### src/rtl/carfield_periph_apb_demux.sv
// Registered APB demultiplexer for the Carfield peripheral window 0x2000_1000..0x2000_9FFF.
// Each upstream access is decoded, replayed to exactly one slave and answered with a
// one-cycle s_pready_o pulse. Unmapped or disabled targets and hung slaves answer with
// PSLVERR and ErrData. An 8-bit saturating counter records how many accesses failed.
//
// state  | meaning
// -------+--------------------------------------------------------------
// IDLE   | waiting for an upstream setup phase
// SETUP  | slave setup phase: psel high, penable low
// ACCESS | slave access phase: waiting for pready, timeout counter runs
// RESP   | one-cycle upstream response with latched rdata/err
module carfield_periph_apb_demux #(
   parameter int unsigned            NumSlaves     = 5,
   parameter int unsigned            AddrWidth     = 32,
   parameter int unsigned            DataWidth     = 32,
   parameter logic [NumSlaves-1:0]   SlaveEnMask   = '1,
   parameter int unsigned            TimeoutCycles = 256,
   parameter logic [DataWidth-1:0]   ErrData       = DataWidth'(32'hBADC_AB1E)
) (
   input  logic                           clk_i,
   input  logic                           rst_i,
   input  logic                           s_psel_i,
   input  logic                           s_penable_i,
   input  logic                           s_pwrite_i,
   input  logic [AddrWidth-1:0]           s_paddr_i,
   input  logic [DataWidth-1:0]           s_pwdata_i,
   input  logic [DataWidth/8-1:0]         s_pstrb_i,
   output logic                           s_pready_o,
   output logic [DataWidth-1:0]           s_prdata_o,
   output logic                           s_pslverr_o,
   output logic [NumSlaves-1:0]           m_psel_o,
   output logic                           m_penable_o,
   output logic                           m_pwrite_o,
   output logic [AddrWidth-1:0]           m_paddr_o,
   output logic [DataWidth-1:0]           m_pwdata_o,
   output logic [DataWidth/8-1:0]         m_pstrb_o,
   input  logic [NumSlaves*DataWidth-1:0] m_prdata_i,
   input  logic [NumSlaves-1:0]           m_pready_i,
   input  logic [NumSlaves-1:0]           m_pslverr_i,
   output logic                           timeout_o,
   output logic [7:0]                     err_cnt_o
);

   localparam int unsigned IdxW = (NumSlaves > 1) ? $clog2(NumSlaves) : 1;
   localparam int unsigned CntW = (TimeoutCycles > 2) ? $clog2(TimeoutCycles) : 1;
   localparam logic [CntW-1:0] CntLast = CntW'(TimeoutCycles - 1);
   localparam logic [AddrWidth-1:0] SlaveSize = AddrWidth'(32'h0000_1000);

   localparam logic [1:0] IDLE   = 2'd0;
   localparam logic [1:0] SETUP  = 2'd1;
   localparam logic [1:0] ACCESS = 2'd2;
   localparam logic [1:0] RESP   = 2'd3;

   // Carfield peripheral map: CAN, system timer, advanced timer, watchdog, HyperBus cfg.
   // Slots beyond the map get an all-ones base, which can never match a 4 KiB range.
   function automatic logic [AddrWidth-1:0] slave_base(input int unsigned i);
      case (i)
         0:       slave_base = AddrWidth'(32'h2000_1000);
         1:       slave_base = AddrWidth'(32'h2000_4000);
         2:       slave_base = AddrWidth'(32'h2000_5000);
         3:       slave_base = AddrWidth'(32'h2000_7000);
         4:       slave_base = AddrWidth'(32'h2000_9000);
         default: slave_base = '1;
      endcase
   endfunction

   logic [1:0]             state_q;
   logic [IdxW-1:0]        idx_q;
   logic [CntW-1:0]        cnt_q;
   logic [DataWidth-1:0]   rdata_q;
   logic                   err_q;
   logic                   timeout_q;
   logic [7:0]             err_cnt_q;
   logic                   pwrite_q;
   logic [AddrWidth-1:0]   paddr_q;
   logic [DataWidth-1:0]   pwdata_q;
   logic [DataWidth/8-1:0] pstrb_q;

   logic                   hit;
   logic [IdxW-1:0]        hit_idx;
   logic                   sel_ready;
   logic                   sel_err;
   logic [DataWidth-1:0]   sel_rdata;

   // Address decode of the live upstream address; maps never overlap, so at most one hit.
   always_comb begin
      hit     = 1'b0;
      hit_idx = '0;
      for (int i = 0; i < NumSlaves; i++) begin
         if (SlaveEnMask[i] && (s_paddr_i >= slave_base(i)) &&
             (s_paddr_i < slave_base(i) + SlaveSize)) begin
            hit     = 1'b1;
            hit_idx = IdxW'(i);
         end
      end
   end

   assign sel_ready = m_pready_i[idx_q];
   assign sel_err   = m_pslverr_i[idx_q];
   assign sel_rdata = m_prdata_i[DataWidth*idx_q +: DataWidth];

   // Transfer sequencing, request latching, timeout and error accounting.
   always_ff @(posedge clk_i) begin
      if (rst_i) begin
         state_q   <= IDLE;
         idx_q     <= '0;
         cnt_q     <= '0;
         rdata_q   <= '0;
         err_q     <= 1'b0;
         timeout_q <= 1'b0;
         err_cnt_q <= '0;
         pwrite_q  <= 1'b0;
         paddr_q   <= '0;
         pwdata_q  <= '0;
         pstrb_q   <= '0;
      end else begin
         timeout_q <= 1'b0;
         case (state_q)
            IDLE: begin
               if (s_psel_i && !s_penable_i) begin
                  pwrite_q <= s_pwrite_i;
                  paddr_q  <= s_paddr_i;
                  pwdata_q <= s_pwdata_i;
                  pstrb_q  <= s_pstrb_i;
                  idx_q    <= hit_idx;
                  cnt_q    <= '0;
                  if (hit) begin
                     rdata_q <= '0;
                     err_q   <= 1'b0;
                     state_q <= SETUP;
                  end else begin
                     rdata_q <= ErrData;
                     err_q   <= 1'b1;
                     state_q <= RESP;
                     if (err_cnt_q != 8'hFF) err_cnt_q <= err_cnt_q + 8'd1;
                  end
               end
            end
            SETUP: state_q <= ACCESS;
            ACCESS: begin
               // A ready in the last allowed cycle still completes normally.
               if (sel_ready) begin
                  rdata_q <= pwrite_q ? '0 : sel_rdata;
                  err_q   <= sel_err;
                  state_q <= RESP;
               end else if (cnt_q == CntLast) begin
                  rdata_q   <= ErrData;
                  err_q     <= 1'b1;
                  timeout_q <= 1'b1;
                  state_q   <= RESP;
                  if (err_cnt_q != 8'hFF) err_cnt_q <= err_cnt_q + 8'd1;
               end else begin
                  cnt_q <= cnt_q + 1'b1;
               end
            end
            RESP: begin
               cnt_q   <= '0;
               state_q <= IDLE;
            end
            default: state_q <= IDLE;
         endcase
      end
   end

   // One-hot slave select, only driven while the slave transfer is in flight.
   always_comb begin
      m_psel_o = '0;
      if ((state_q == SETUP) || (state_q == ACCESS)) m_psel_o[idx_q] = 1'b1;
   end

   assign m_penable_o = (state_q == ACCESS);
   assign m_pwrite_o  = pwrite_q;
   assign m_paddr_o   = paddr_q;
   assign m_pwdata_o  = pwdata_q;
   assign m_pstrb_o   = pstrb_q;

   assign s_pready_o  = (state_q == RESP);
   assign s_prdata_o  = (state_q == RESP) ? rdata_q : '0;
   assign s_pslverr_o = (state_q == RESP) ? err_q : 1'b0;
   assign timeout_o   = timeout_q;
   assign err_cnt_o   = err_cnt_q;

endmodule

### config.mk
export PLATFORM = sky130hd
export DESIGN_NAME = carfield_periph_apb_demux
export DESIGN_NICKNAME = d
export VERILOG_FILES = /design/src/rtl/carfield_periph_apb_demux.sv
export SDC_FILE = /design/constraint.sdc
export NUM_CORES = 1
export LEC_CHECK = 0
export CORE_AREA = 2 2 142 144
export DETAILED_ROUTE_END_ITERATION = 16
export DIE_AREA = 0 0 144 146
export PLACE_DENSITY_LB_ADDON = 0.2
export SLEW_MARGIN = 25
export SYNTH_ARGS = -nofsm -noshare
export SYNTH_HDL_FRONTEND = slang
export SYNTH_SLANG_ARGS = --single-unit
export TNS_END_PERCENT = 10
### constraint.sdc
create_clock -name clk_i -period 2.4 [get_ports clk_i]
set_input_delay 0.24 -clock clk_i [delete_from_list [all_inputs] [get_ports clk_i]]
set_output_delay 0.24 -clock clk_i [all_outputs]
set_load 0.01 [all_outputs]
==> metrics.csv <==
stage,metric,value,unit
run_status,status,"complete, no violations",
routing,vias,6729,
flow_run,maxCapViolations,0,
pwr,p_total,7.21,mW
logic_synthesis,syn_avg_cell_area,8.63,sq um
clocking,clk_pin_slew,0.06,ns
clocking,cts_tree,yes,
floorplan,rows,51,
cells_and_area,fin_util,56.5,%
min_path,worst_hold_path.endpoint,idx_q[1],
clocking,clock_latency,0.41,ns
pwr,p_seq_share,35.0,%
pwr,p_sw_share,29.8,%
timing,min_period,2.24,ns
routing,drtAntennaViolNets,0,
setup_path,path_cells,inv_1 -> ha_1 -> and3_1 -> clkdlybuf4s50_1,
global_routing,grtUsageTotal,20.8,%
placed_design,post_dp_cell_area,0.0103,sq mm
cells_and_area,multi_input_area,0.00354,sq mm
placed_design,hpwl,17100,microns
global_routing,grt_overflow,0,
routing,met1_length,9450,microns
cells_and_area,fin_area,0.0109,sq mm
pwr,clkPwrFrac,35.6,%
min_path,min_from,rst_i,
cells_and_area,layout.cells.non_filler,1359,
logic_synthesis,synth_nets,979,
global_routing,grt_antenna_before_repair,0,
logic_synthesis,yosysWarnings,0,
timing,worstMarginPinSlew,0.786,ns
pwr,irDropWorstVdd,549,uV
timing,slew_headroom,47.6,%
setup_path,worstPathArrival,2.00,ns
setup_path,rr_endpoint,cnt_q[6],
floorplan,start_util,32.5,%
setup_path,worstPathRequired,2.16,ns
routing,first_pass_iters,4,
routing,dr_wl_met3,1870,microns
global_routing,grt_max_degree,76,
logic_synthesis,yosys_register_bits,124,
timing,fin_ws,0.161,ns
floorplan,fp.dieArea,0.0210,sq mm
logic_synthesis,async_flop_share,0,%
timing,setup_viol,0,
min_path,whs_path_depth,2,
routing,wire_per_inst,16.7,microns
clocking,ctsRootBufferMaster,clkbuf_16,
setup_path,critPathKind,reg2out,
cells_and_area,layout_common_cells,"357 x clkdlybuf4s50_1, 146 x nand2_1, 122 x dfxtp_1, 100 x a21oi_1, 35 x and2_1",
setup_path,r2r_start,idx_q[0],
timing,fin_crit_sh,93.3,%
pwr,p_sw,2.15,mW
timing,finalHoldViolations,0,
routing,drt-total-wl,22800,microns
cells_and_area,layout_commonest_cell,clkdlybuf4s50_1,
logic_synthesis,ys_types,54,
logic_synthesis,synth.area.top_cells,"dfxtp_1 39%, nand2_1 8.7%, a21oi_1 8.0%",
placed_design,dp_slack,-0.0175,ns
cells_and_area,num_antenna_cells,0,
pwr,p_comb_share,29.4,%
global_routing,grt_pass1_vias,6502,
setup_path,slowest_stage,clkdlybuf4s50_1,
cells_and_area,final_nets,1331,
timing,whs,0.248,ns
timing,max_freq,0.447,GHz
cells_and_area,drive_gt1_share,10.5,%
setup_path,r2r_cells,7,
clocking,cts_buffers,17,
logic_synthesis,syn_inst,729,
setup_path,regToRegSetupSlack,0.18,ns
cells_and_area,seqCellArea,0.00249,sq mm
min_path,hold_class,in2reg,
logic_synthesis,synth_edf_count,0,
floorplan,core_area,0.0193,sq mm
placed_design,portBuffers,360,
placed_design,dp.cells,1323,
timing,rsz0062_at_grt,false,
logic_synthesis,syn_area,0.00629,sq mm
floorplan,ios,361,
placed_design,globalplace.congestion,0.822,
timing,drv_slew,0,
routing,vias_per_cell,4.95,
routing,top_layer,met4,
pwr,leakage,3.84,nW
pwr,power_density,661,mW/mm^2
clocking,cts_buffer_depth,2,
cells_and_area,syn_to_final_growth,73.7,%
clocking,postCtsHoldBufs,0,
global_routing,grt_pass1_wl,34600,microns
cells_and_area,fillers,1803,
routing,first_iter_violations,305,
pwr,internal_power,5.07,mW
routing,wl_met2,11100,microns
setup_path,setup.worst_path.start_class,flip-flop,
logic_synthesis,synth_top_area_share,39.5,%
clocking,htreeDepth,4,
floorplan,die_w,144,microns
timing,fin_skew,0.0129,ns
clocking,cts.sinks,124,
setup_path,max_stage_delay,0.56,ns
logic_synthesis,yosysTopAreaCell,dfxtp_1,
floorplan,dieHeight,146,microns
setup_path,critPathCaptureType,output port,
logic_synthesis,dominantRegCellSynth,dfxtp_1,
setup_path,cp_max_fo,6,
logic_synthesis,yosysSeqAreaShare,39.5,%
routing,drc_errors,0,
timing,tns,0,ns
==> cell usage after synthesis, types with 3 or more instances <==
cell      instances
nand3_1           7
nor2_1           27
o31ai_1           4
nor3b_1          14
or4_1             7
dfxtp_1         124
and2_1           35
buf_2            10
clkbuf_1         35
mux2_2            4
o21ai_0           8
nor3_1            4
a221o_1          19
nor4b_1           3
mux4_2           19
nand4_1           6
nand2_1         146
a21o_1            3
or3_1             6
buf_1            14
a21oi_1         100
nand2b_1          5
ha_1              7
nor4_1            5
inv_1             6
o22ai_1          13
a22o_1           20
mux2i_1          29
nor2b_1           6
a31o_2           13
==> repair_timing <==
action | CTS | global route
endpoints found under the setup margin | 2 | 5
pin swaps | 0 | 1
resized for setup | 2 | 2
buffers inserted | 0 | 4
==> sequential cells by signal (all words and copies together) (netlist names) <==
register and flops:
timeout_o 1, err_cnt_o 8, state_q 2, m_paddr_o 32
rdata_q 32, err_q 1, m_pstrb_o 4, idx_q 3
cnt_q 8, m_pwrite_o 1, m_pwdata_o 32
==> critical path, delay by kind of cell (launching register included) <==
family        cells  cell delay [ns]
buf+inv           2             0.66
flops             1             0.38
fa+ha+maj         1             0.38
simple gates      1             0.18
==> power by group through the flow <==
stage	Clock [mW]	Combinational, mW	Sequential [mW]
6_report	2.57	2.12	2.53
5_1_grt	2.73	2.31	2.57
4_1_cts	2.63	2.14	2.53
3_5_place_dp	0	2.13	2.57
3_3_place_gp	0	2.13	2.56
2_1_floorplan	0	0.949	2.61
==> per-layer routing <==
metal	vias to the layer above	track usage (%)
met1	3153	25.2
li1	3331	-
met4	0	6.47
met2	225	35.3
met3	20	6.25
met5	-	0
==> how the worst max path moves through the flow <==
stage	cells after the start	end	start	slack, ns
floorplan	9	err_cnt_o[5]	state_q[0]	0.18
global placement	7	err_cnt_o[2]	s_paddr_i[31]	0.02
detailed placement	7	err_cnt_o[2]	s_paddr_i[31]	-0.02
CTS	4	s_prdata_o[6]	state_q[0]	0.08
global route	8	idx_q[0]	state_q[0]	0.02
finish	4	m_psel_o[3]	state_q[0]	0.16
==> final cells by class <==
cell class	count	share of cell area [%]
clock buffers	18	3.93
clock inverters	14	1.47
flip-flops and latches	124	22.8
multi-input cells	537	32.4
repair buffers	395	36.2
well taps	265	3.04
inverters	6	0.206
==> cells by family after synthesis <==
kind of cell	Yosys count	share of synthesized area [%]
AND/OR/NAND/NOR	281	21.7
AO/OA/AOI/OAI	195	20.4
flip-flops	124	39.5
buffers and inverters	68	4.56
multiplexers	53	12.4
adder cells (fa/ha/maj)	7	1.39
XOR/XNOR	1	0.139
Note: power is estimated with default switching activity, not from simulation.
